--- src/rtl/sid_dca_pkg.sv ---
// Shared widths and FSM encoding for the three-voice SID amplitude/mix scheduler.
package sid_dca_pkg;

  localparam int WAVE_W   = 12;
  localparam int ENV_W    = 8;
  localparam int ACC_W    = 14;
  localparam int OUT_W    = 16;
  localparam int WAVE_MID = 2048;
  localparam int PROD_W   = WAVE_W + ENV_W;
  localparam int MIX_W    = ACC_W + 1;
  localparam int VOL_W    = 4;
  localparam int RET_W    = 14;

  typedef enum logic [2:0] {
    ST_IDLE,
    ST_V0,
    ST_V1,
    ST_V2,
    ST_MIX,
    ST_VOL
  } state_t;

endpackage

--- src/rtl/sid_voice_mul.sv ---
// Shared voice amplitude stage: removes the waveform DC offset and scales by the envelope.
// Purely combinational; the level is floor((wave-2048)*env / 256).
module sid_voice_mul
  import sid_dca_pkg::*;
(
  input  logic [WAVE_W-1:0]        wave,
  input  logic [ENV_W-1:0]         env,
  output logic signed [WAVE_W-1:0] level
);

  logic signed [WAVE_W-1:0] s;
  logic signed [PROD_W-1:0] s_x;
  logic signed [PROD_W-1:0] e_x;
  logic signed [PROD_W-1:0] p;

  always_comb begin
    s     = signed'(wave - WAVE_W'(WAVE_MID));
    s_x   = {{(PROD_W-WAVE_W){s[WAVE_W-1]}}, s};
    e_x   = {{(PROD_W-ENV_W){1'b0}}, env};
    p     = s_x * e_x;
    level = WAVE_W'(p >>> ENV_W);
  end

endmodule

--- src/rtl/sid_dca_scheduler.sv ---
// Time-multiplexed wave x envelope mixer for three SID voices plus master volume.
// 6 clocks tick-to-valid; ticks arriving while busy are dropped and flagged as overrun.
module sid_dca_scheduler
  import sid_dca_pkg::*;
(
  input  logic                    clock,
  input  logic                    reset,
  input  logic                    ce_1m,
  input  logic [WAVE_W-1:0]       wave0,
  input  logic [WAVE_W-1:0]       wave1,
  input  logic [WAVE_W-1:0]       wave2,
  input  logic [ENV_W-1:0]        env0,
  input  logic [ENV_W-1:0]        env1,
  input  logic [ENV_W-1:0]        env2,
  input  logic [2:0]              filt_en,
  input  logic                    voice3_off,
  input  logic [VOL_W-1:0]        volume,
  input  logic signed [RET_W-1:0] filter_return,
  output logic signed [ACC_W-1:0] direct_sum,
  output logic signed [ACC_W-1:0] filter_sum,
  output logic signed [OUT_W-1:0] audio_out,
  output logic                    sample_valid,
  output logic                    busy,
  output logic                    overrun
);

  state_t                   state;
  logic [WAVE_W-1:0]        wave_q [3];
  logic [ENV_W-1:0]         env_q  [3];
  logic [2:0]               filt_q;
  logic                     v3off_q;
  logic [VOL_W-1:0]         vol_q;
  logic signed [RET_W-1:0]  ret_q;
  logic signed [ACC_W-1:0]  dir_acc;
  logic signed [ACC_W-1:0]  filt_acc;
  logic signed [MIX_W-1:0]  mix;

  logic [1:0]               vidx;
  logic [WAVE_W-1:0]        mul_wave;
  logic [ENV_W-1:0]         mul_env;
  logic signed [WAVE_W-1:0] mul_v;
  logic signed [ACC_W-1:0]  v_ext;
  logic signed [MIX_W+VOL_W-1:0] mix_x;
  logic signed [MIX_W+VOL_W-1:0] vol_x;
  logic signed [MIX_W+VOL_W-1:0] vol_prod;

  // Outside the voice states the multiplier sees a zero-level input so it stays quiet.
  always_comb begin
    vidx     = 2'd0;
    mul_wave = WAVE_W'(WAVE_MID);
    mul_env  = '0;
    case (state)
      ST_V0: begin vidx = 2'd0; mul_wave = wave_q[0]; mul_env = env_q[0]; end
      ST_V1: begin vidx = 2'd1; mul_wave = wave_q[1]; mul_env = env_q[1]; end
      ST_V2: begin vidx = 2'd2; mul_wave = wave_q[2]; mul_env = env_q[2]; end
      default: ;
    endcase
    v_ext    = {{(ACC_W-WAVE_W){mul_v[WAVE_W-1]}}, mul_v};
    mix_x    = {{VOL_W{mix[MIX_W-1]}}, mix};
    vol_x    = {{MIX_W{1'b0}}, vol_q};
    vol_prod = mix_x * vol_x;
  end

  sid_voice_mul u_mul (
    .wave  (mul_wave),
    .env   (mul_env),
    .level (mul_v)
  );

  always_ff @(posedge clock) begin
    if (reset) begin
      state        <= ST_IDLE;
      for (int i = 0; i < 3; i++) begin
        wave_q[i] <= '0;
        env_q[i]  <= '0;
      end
      filt_q       <= '0;
      v3off_q      <= 1'b0;
      vol_q        <= '0;
      ret_q        <= '0;
      dir_acc      <= '0;
      filt_acc     <= '0;
      mix          <= '0;
      direct_sum   <= '0;
      filter_sum   <= '0;
      audio_out    <= '0;
      sample_valid <= 1'b0;
      busy         <= 1'b0;
      overrun      <= 1'b0;
    end else begin
      sample_valid <= 1'b0;
      if (ce_1m && state != ST_IDLE)
        overrun <= 1'b1;
      case (state)
        ST_IDLE: begin
          if (ce_1m) begin
            wave_q[0] <= wave0;
            wave_q[1] <= wave1;
            wave_q[2] <= wave2;
            env_q[0]  <= env0;
            env_q[1]  <= env1;
            env_q[2]  <= env2;
            filt_q    <= filt_en;
            v3off_q   <= voice3_off;
            vol_q     <= volume;
            ret_q     <= filter_return;
            dir_acc   <= '0;
            filt_acc  <= '0;
            busy      <= 1'b1;
            state     <= ST_V0;
          end
        end
        ST_V0, ST_V1, ST_V2: begin
          // voice3_off only silences the direct path; a filtered voice 3 still reaches the filter.
          if (filt_q[vidx])
            filt_acc <= filt_acc + v_ext;
          else if (!(state == ST_V2 && v3off_q))
            dir_acc <= dir_acc + v_ext;
          state <= (state == ST_V0) ? ST_V1 : (state == ST_V1) ? ST_V2 : ST_MIX;
        end
        ST_MIX: begin
          mix   <= {dir_acc[ACC_W-1], dir_acc} + {ret_q[RET_W-1], ret_q};
          state <= ST_VOL;
        end
        ST_VOL: begin
          audio_out    <= OUT_W'(vol_prod >>> VOL_W);
          direct_sum   <= dir_acc;
          filter_sum   <= filt_acc;
          sample_valid <= 1'b1;
          busy         <= 1'b0;
          state        <= ST_IDLE;
        end
        default: begin
          busy  <= 1'b0;
          state <= ST_IDLE;
        end
      endcase
    end
  end

endmodule

--- config.mk ---
export PLATFORM = sky130hd
export DESIGN_NAME = sid_dca_scheduler
export DESIGN_NICKNAME = d
export VERILOG_FILES = /design/src/rtl/sid_dca_pkg.sv /design/src/rtl/sid_voice_mul.sv /design/src/rtl/sid_dca_scheduler.sv
export SDC_FILE = /design/constraint.sdc
export NUM_CORES = 1
export LEC_CHECK = 0
export ABC_CLOCK_PERIOD_IN_PS = 21800
export BUFFER_PORTS_ARGS = -buffer_cell sky130_fd_sc_hd__clkbuf_2
export CORE_MARGIN = 5
export CORE_UTILIZATION = 36
export CTS_CLUSTER_SIZE = 14
export DETAILED_ROUTE_END_ITERATION = 6
export PLACE_DENSITY_LB_ADDON = 0.1
export SLEW_MARGIN = 10
export SYNTH_ARGS = -nofsm -noshare
export SYNTH_HDL_FRONTEND = slang
export SYNTH_HIERARCHICAL = 1
export SYNTH_SLANG_ARGS = --single-unit
--- constraint.sdc ---
create_clock -name clock -period 21.8 [get_ports clock]
set_input_delay 2.18 -clock clock [delete_from_list [all_inputs] [get_ports clock]]
set_output_delay 2.18 -clock clock [all_outputs]
set_load 0.02 [all_outputs]
==> results.md, run 1 <==
- The flow ran to the end, and the final reports show no timing, DRC or antenna violations.
- The floorplan die area is 42400 um2.
- The count of port buffers added during placement is 131.
- In this run, CTS created clock tree buffers numbering 17.
- The post-synthesis instance total is 1543.
- After detailed placement, the design holds a cell count of 2122.
- Summing internal, switching and leakage power gives 895 uW.
- The Yosys step of the flow raised 6 warnings.
- The fmax is 123 MHz.
- The number of buffers between clock root and the deepest sink is 2.
- The worst setup slack after placement is 13.66 ns.
- Summing all placed instances gives a cell area of 14900 um2.
- The worst-case vdd ir drop is 0.0508 mV.
- In this run, synthesis produced a sequential element count of 174.
- In the routed layout, each cell is associated on average with a via count of 4.97.
- The sort of element at the end of the critical path is a flop.
- The critical path in this run is classified as reg2reg.
- 0 antenna diodes ended up in the layout.
- The number of pins exceeding their max-slew limit in the final report was 0.
- After routing the design area is 15500 um2.
- Subtracting the final worst setup slack from the clock period gives 8.10 ns.
- In the synthesized netlist the async set-or-reset flop fraction comes to 0.
- The netlist uses 74 different library cells.
- The total wire length is 35900 um.
- The initial utilization of the core area, before any placement, comes to 0.366.
- The tool flagged a number of max-cap violations equal to 0.
- The number of post-CTS setup repair buffers is 0.
- After routing, the total negative slack on setup checks comes to 0 ns.
- The normalized max-slew margin is 0.269.
- The area growth from synthesis to layout is 12.1%.
- After synthesis the cells add up to 13800 um2.
- The number of sinks on the clock net is 174.
- The die is 206 um wide.
- The weighted congestion reported at the end of routability-driven placement is 0.865.
- 132 I/O pins were placed.
- After clock tree synthesis, the clock-pin slew on the worst setup and hold paths is 0.07 ns.
- Synthesis produced a netlist with a net count of 1843.
- The layout net count is 1930.
- For the pin with the worst max-slew slack, the measured transition is 1.10 ns.
- Setup repair after global routing left no endpoint under its margin.
- The power density over the cells is 57.8 nW/um2.
- CTS built an H-tree with a depth of 4.
- In the routed design, unresolved DRC markers number 0.
- Data on the critical path is required at its endpoint by 22.10 ns.
- The worst path meets setup with 13.70 ns of slack.
- The final clock period utilization by the worst path is 0.372.
- The sequential-to-total area share from yosys stat is 0.296.
- The total overflow left after global routing is 0.
- The final count of hold timing violations is 0.
- At the later pin of the worst-skew pair, clock insertion delay measures 0.45 ns.
- In the global route stage, overall resource usage came out at 0.173.
- The worst-case clock skew is 0.0132 ns.
- The proportion of layout cells with a drive suffix above 1 is 0.130.
- The routed wirelength normalized by instance count is 16.7 um.
- The count of cells in the finished layout, fillers not included, comes to 2154.
- The number of enable flip-flop cells after synthesis is 60.
- In this run the static leakage power is 7.43 nW.
- The count of hold-fix buffers inserted at cts is 0.
- The master cell of the clock root buffer is sky130_fd_sc_hd__clkbuf_16.
- The maximum net fanout on the critical path is 32.
- The via count of the first global-routing pass was 10700.
- The top flip-flop cell by instance count after synthesis is sky130_fd_sc_hd__dfxtp_1.
- After floorplanning, the core was divided into 71 placement rows.
- The first global-routing pass estimated 58100 um of wire.
- The average instance area after synthesis is 8.95 um2.
- The total via count in the routed design is 10700.
- Leaving out fill and tap cells, the most frequent cell in the layout is sky130_fd_sc_hd__nand2_1.
- The number of nets with antenna violations after routing is 0.
- The half-perimeter wire length after placement is 28300 um.
- The maximum number of pins on one net before global-route repair is 83.
- The number of antenna violations at the first check in global routing came to 0.
- The die extent in y is 206 um.
- For the worst setup path, the data arrival time is 8.40 ns.
- TritonCTS built the clock tree.
- Setup violations remaining at the end of the flow were counted as 0.
- The area of the core is 37800 um2.
- The critical path launch point type is a flop.
- Leaving out fill and tap cells, the most frequent cells in the layout are sky130_fd_sc_hd__nand2_1, sky130_fd_sc_hd__inv_1, sky130_fd_sc_hd__clkbuf_2.
- The first TritonRoute pass finished after 5 iterations.
- The first routing iteration left 667 violations.
- In this run, post-CTS repair resized a total of 0 instances.
- The type of the most critical hold path is reg2reg.
-- sequential cells by signal, indices dropped and copies added (netlist names), 15 cells and up --
register   flops
env_q         24
wave_q        36
audio_out     15
mix           15
-- layer usage --
| metal | wire length [um] | vias to the layer above | track usage |
|---|---|---|---|
| met4 | 293 | 0 | 0.0335 |
| met1 | 17900 | 5195 | 0.253 |
| met5 | 0 | - | 0 |
| met2 | 16800 | 138 | 0.275 |
| li1 | - | 5352 | - |
| met3 | 856 | 15 | 0.0240 |
-- synth_stat cells (all sizes together), types with 8 or more instances --
master | instances | area, um2
and2 | 93 | 582
o21ai | 34 | 178
a22oi | 25 | 188
a211oi | 10 | 75.1
nand3 | 24 | 120
nor2 | 69 | 259
edfxtp | 60 | 1800
ha | 108 | 1350
fa | 107 | 2140
a31oi | 8 | 65.1
xor2 | 20 | 175
mux2 | 20 | 225
o21a | 8 | 60.1
a21oi | 120 | 612
clkbuf | 67 | 251
nor2b | 8 | 50.1
xnor2 | 35 | 307
nor3 | 18 | 90.1
nand2 | 213 | 800
dfxtp | 114 | 2280
a21o | 21 | 161
and3 | 68 | 427
inv | 176 | 661
nand2b | 19 | 119
-- cell type report --
cell class / count / area (um2)
inverters: 176 / 661
multi-input cells: 1120 / 8780
well taps: 511 / 639
clock inverters: 15 / 153
flip-flops and latches: 174 / 4080
repair buffers: 141 / 733
clock buffers: 17 / 425
fillers: 3917 / 22300
-- stage by stage --
stage                      util  hold WS (ns)
after floorplan               -         0.433
after global placement    0.395         0.442
after detailed placement  0.395         0.446
after CTS                 0.410         0.457
after global routing      0.410         0.466
final                     0.410         0.455
-- kinds of logic (layout without fill, tap and decap cells) --
family,after synthesis,after routing,share of synthesized area
multiplexers,27,27,0.0214
flip-flops,174,174,0.296
buffers and inverters,249,349,0.0681
adder cells (fa/ha/maj),215,215,0.253
AND/OR/NAND/NOR,545,545,0.194
XOR/XNOR,55,55,0.0349
AO/OA/AOI/OAI,278,278,0.133
-- worst max-delay path, cell delays in order (launching register included) --
cell	delay (ns)
sky130_fd_sc_hd__dfxtp_1	0.66
sky130_fd_sc_hd__nor2b_1	0.40
sky130_fd_sc_hd__buf_4	0.28
sky130_fd_sc_hd__a22oi_1	0.12
sky130_fd_sc_hd__nor2_1	0.68
sky130_fd_sc_hd__nand2_1	0.18
sky130_fd_sc_hd__fa_1	0.54
sky130_fd_sc_hd__fa_1	0.54
sky130_fd_sc_hd__inv_1	0.05
sky130_fd_sc_hd__fa_1	0.47
sky130_fd_sc_hd__inv_1	0.05
sky130_fd_sc_hd__fa_1	0.47
sky130_fd_sc_hd__inv_1	0.04
sky130_fd_sc_hd__ha_1	0.35
sky130_fd_sc_hd__a21oi_2	0.20
sky130_fd_sc_hd__o22ai_1	0.13
sky130_fd_sc_hd__o311ai_0	0.49
sky130_fd_sc_hd__a21boi_1	0.18
sky130_fd_sc_hd__nor4_1	0.20
sky130_fd_sc_hd__nand4b_1	0.22
sky130_fd_sc_hd__ha_1	0.30
sky130_fd_sc_hd__a211oi_1	0.32
sky130_fd_sc_hd__nand2_1	0.09
sky130_fd_sc_hd__o211ai_1	0.28
sky130_fd_sc_hd__nor2_1	0.08
sky130_fd_sc_hd__or4_1	0.48
sky130_fd_sc_hd__nand3b_1	0.10
sky130_fd_sc_hd__a21oi_1	0.07
-- where the power goes --
part	switching, mW	total [mW]	leakage [nW]	internal (mW)
logic	0.133	0.213	5.59	0.0804
clock network	0.145	0.306	0.274	0.162
registers	0.0169	0.375	1.57	0.358
-- final timing paths --
path,from,to,slack [ns],cells past startpoint
hold / removal,audio_out[4],audio_out[4],0.45,2
setup reg to reg,state[0],filt_acc[11],13.70,27
hold reg to reg,audio_out[4],audio_out[4],0.45,2
setup / recovery,state[0],filt_acc[11],13.70,27
(Power assumes the default switching activity.)
==> run 2: changes to the inputs <==
Settings changed: ABC_CLOCK_PERIOD_IN_PS 21800 to 6800.
Clock period 21.8 ns to 6.8 ns, I/O delays scaled along.
==> run 2 against run 1 <==
  * Clock power rose to 3.4 times the previous value
  * Design area up 8.6%
  * Cell count up 5.8%
  * Routed wire length up 0.94%
  * Die area unchanged
  * Register-to-register slack worse by 14 ns
==> results.md, run 2 (synthesized netlist as in run 1, its figures left out) <==
- The starting density of the core is 0.366 (unchanged).
- The global-route usage over all layers was 0.173 (about the same).
- The total via count in the routed design is 11000 (+2.8%).
- The total I/O pin count is 132 (unchanged).
- The register ranked first by flip-flop count is wave_q.
- The flip-flop count of the largest register, all copies and words added came to 36 (unchanged).
- The total number of H-tree levels came to 4 (unchanged).
- The total global routing overflow is 0 (unchanged).
- The delay of the slowest critical-path stage was 0.55 ns (-0.13 ns).
- The actual transition at the worst max-transition pin is 0.973 ns (-0.122 ns).
- The number of buffers between clock root and the deepest sink is 2 (unchanged).
- The share of the core filled with cells was 0.445 (+0.0354).
- STA classifies the critical path endpoint as a flop.
- The number of cells on the worst hold path was 3 (+1).
- The cell count after placement came to 2242 (+5.7%).
- The largest registers in the layout are wave_q (36), env_q (24).
- The count of standard-cell rows is 71 (unchanged).
- The tightest min-delay check is of the in2reg type.
- The number of pins exceeding their max-slew limit in the final report is 0 (unchanged).
- The routed wirelength normalized by instance count is 15.9 um (-4.6%).
- The count of max-cap constraint violations is 0 (unchanged).
- The count of port buffers added during placement came to 131 (unchanged).
- The power density over the cells is 185 nW/um2 (+220%).
- In the layout the commonest cells are sky130_fd_sc_hd__nand2_1, sky130_fd_sc_hd__inv_1, sky130_fd_sc_hd__buf_4.
- The final clock period utilization by the worst path is 0.972 (+0.600).
- The half-perimeter wire length after placement is 29000 um (+2.5%).
- The worst-case clock skew is 0.0182 ns (+0.00493 ns).
- The count of hold-fix buffers inserted at cts is 0 (unchanged).
- The most common cell after layout, fill and taps aside is sky130_fd_sc_hd__nand2_1.
- The final count of hold timing violations is 0 (unchanged).
- The sum of negative setup slack came to 0 ns (unchanged).
- The family of cells with the greatest summed delay on the critical path is adder cells.
- The fmax is 151 MHz (+23%).
- The number of nets with antenna violations after routing is 0 (unchanged).
- The count of endpoints failing setup in the final report is 0 (unchanged).
- The worst-case vdd ir drop is 0.150 mV (+200%).
- The layout net count is 2055 (+6.5%).
- The maximum number of pins on one net before global-route repair is 83 (unchanged).
- The floorplan die area was 42400 um2 (unchanged).
- The run finished with clean final reports.
- The worst flop-to-flop path endpoint is filt_acc[11].
- The area of the core was 37800 um2 (unchanged).
- The first-iteration detailed-routing DRC count is 543 (-19%).
- The maximum net fanout on the critical path came to 10 (-69%).
- The width of the chip came to 206 um (unchanged).
- The source-to-sink clock delay at the later pin of the worst-skew pair is 0.45 ns (about the same).
- The leakage power total is 8.16 nW (+9.8%).
- The weighted congestion reported at the end of routability-driven placement is 0.873 (+0.94%).
- The DRC violation count after routing is 0 (unchanged).
- The TritonCTS clock tree is built.
- The slowest stage cell on the critical path is sky130_fd_sc_hd__fa_1.
- The first-pass GRT wire length is 58400 um (+0.57%).
- The critical path launch point type is a flop.
- The hold slack is 0.454 ns (-0.000476 ns).
- The critical path required time is 7.11 ns (-14.99 ns).
- The clock period minus worst slack is 6.61 ns (-1.49 ns).
- The antenna diode count is 0 (unchanged).
- The average vias per placed instance is 4.83 (-2.9%).
- The final cell count without fillers came to 2279 (+5.8%).
- The total wire length came to 36200 um (+0.94%).
- The normalized max-slew margin is 0.348 (+0.0790).
- The register-to-register setup slack came to 0.19 ns (-13.51 ns).
- The post-layout total power is 3.11 mW (+250%).
- The count of TritonRoute iterations in the first routing pass is 4 (-1).
- The worst path arrival time was 6.92 ns (-1.48 ns).
- The number of cells on the worst reg-to-reg path is 31 (+15%).
- The die extent in y is 206 um (unchanged).
- The worst flop-to-flop path startpoint is state[1].
- Compared with the post-synthesis result, the final layout area differs by 21.8%.
- The startpoint identified for the worst hold timing path is filter_return[9].
- Setup repair after global routing could not meet its margin everywhere.
- The number of antenna violations at the first check in global routing is 0 (unchanged).
- The number of sinks on the clock net is 174 (unchanged).
- The worst path buffer plus inverter count came to 8 (+4).
- The total CTS buffers came to 17 (unchanged).
- The via count of the first global-routing pass was 10900 (+2.1%).
- The worst setup path category is reg2reg.
- CTS placed an instance of sky130_fd_sc_hd__clkbuf_16 at the clock tree root.
- The proportion of layout cells with a drive suffix above 1 is 0.224 (+0.0937).
- The end point of the worst hold path is ret_q[9].
- The clock-pin transition on the worst setup and hold timing paths was 0.07 ns (about the same).
## run 2: timing repair
| action | in CTS | in global routing |
|---|---|---|
| resized for setup | 6 | 69 |
| setup buffers | 0 | 6 |
| endpoints found under the setup margin | 7 | 17 |
| pin swaps | 1 | 19 |
## run 2: how the worst max path moves through the flow
stage | startpoint | to | slack (ns) | cells past startpoint
detailed placement | state[1] | filt_acc[13] | -0.15 | 28
finish | state[1] | filt_acc[11] | 0.19 | 31
global route | state[1] | filt_acc[11] | -0.14 | 30
floorplan | state[1] | filt_acc[11] | 0.03 | 28
global placement | state[1] | filt_acc[11] | 0.05 | 28
CTS | state[1] | filt_acc[11] | 0.009 | 27
## run 2: tightest hold or removal path, stage by stage
cell and delay [ns]:
sky130_fd_sc_hd__clkbuf_2 0.08, sky130_fd_sc_hd__nand2_1 0.04, sky130_fd_sc_hd__a21oi_1 0.05
## run 2: area by class of cell
| cell class | count | area, um2 |
|---|---|---|
| fill | 3764 | 20900 |
| sequential | 174 | 4090 |
| timing repair buffer | 266 | 1700 |
| inverter | 176 | 661 |
| clock inverter | 13 | 168 |
| multi-input combinational | 1120 | 9100 |
| tap | 511 | 639 |
| clock buffer | 19 | 454 |
## run 2: power breakdown
part / internal [mW] / total, mW / leakage, nW / switching (mW)
registers: 1.15 / 1.20 / 1.57 / 0.0520
clock network: 0.580 / 1.05 / 0.307 / 0.466
logic: 0.399 / 0.864 / 6.29 / 0.465
## run 2: metal layers
layer / global-route usage / wire length [um] / up-vias
li1: - / - / 5598
met1: 0.254 / 18300 / 5240
met2: 0.266 / 16300 / 137
met3: 0.0320 / 1170 / 23
met4: 0.0390 / 566 / 0
met5: 0 / 0 / -
## run 2: metrics by stage
step	cell area [um2]	setup WS (ns)
floorplan	13800	0.0255
global placement	15800	0.0549
detailed placement	15800	-0.155
CTS	16500	0.00942
global route	16800	-0.135
finish	16800	0.190
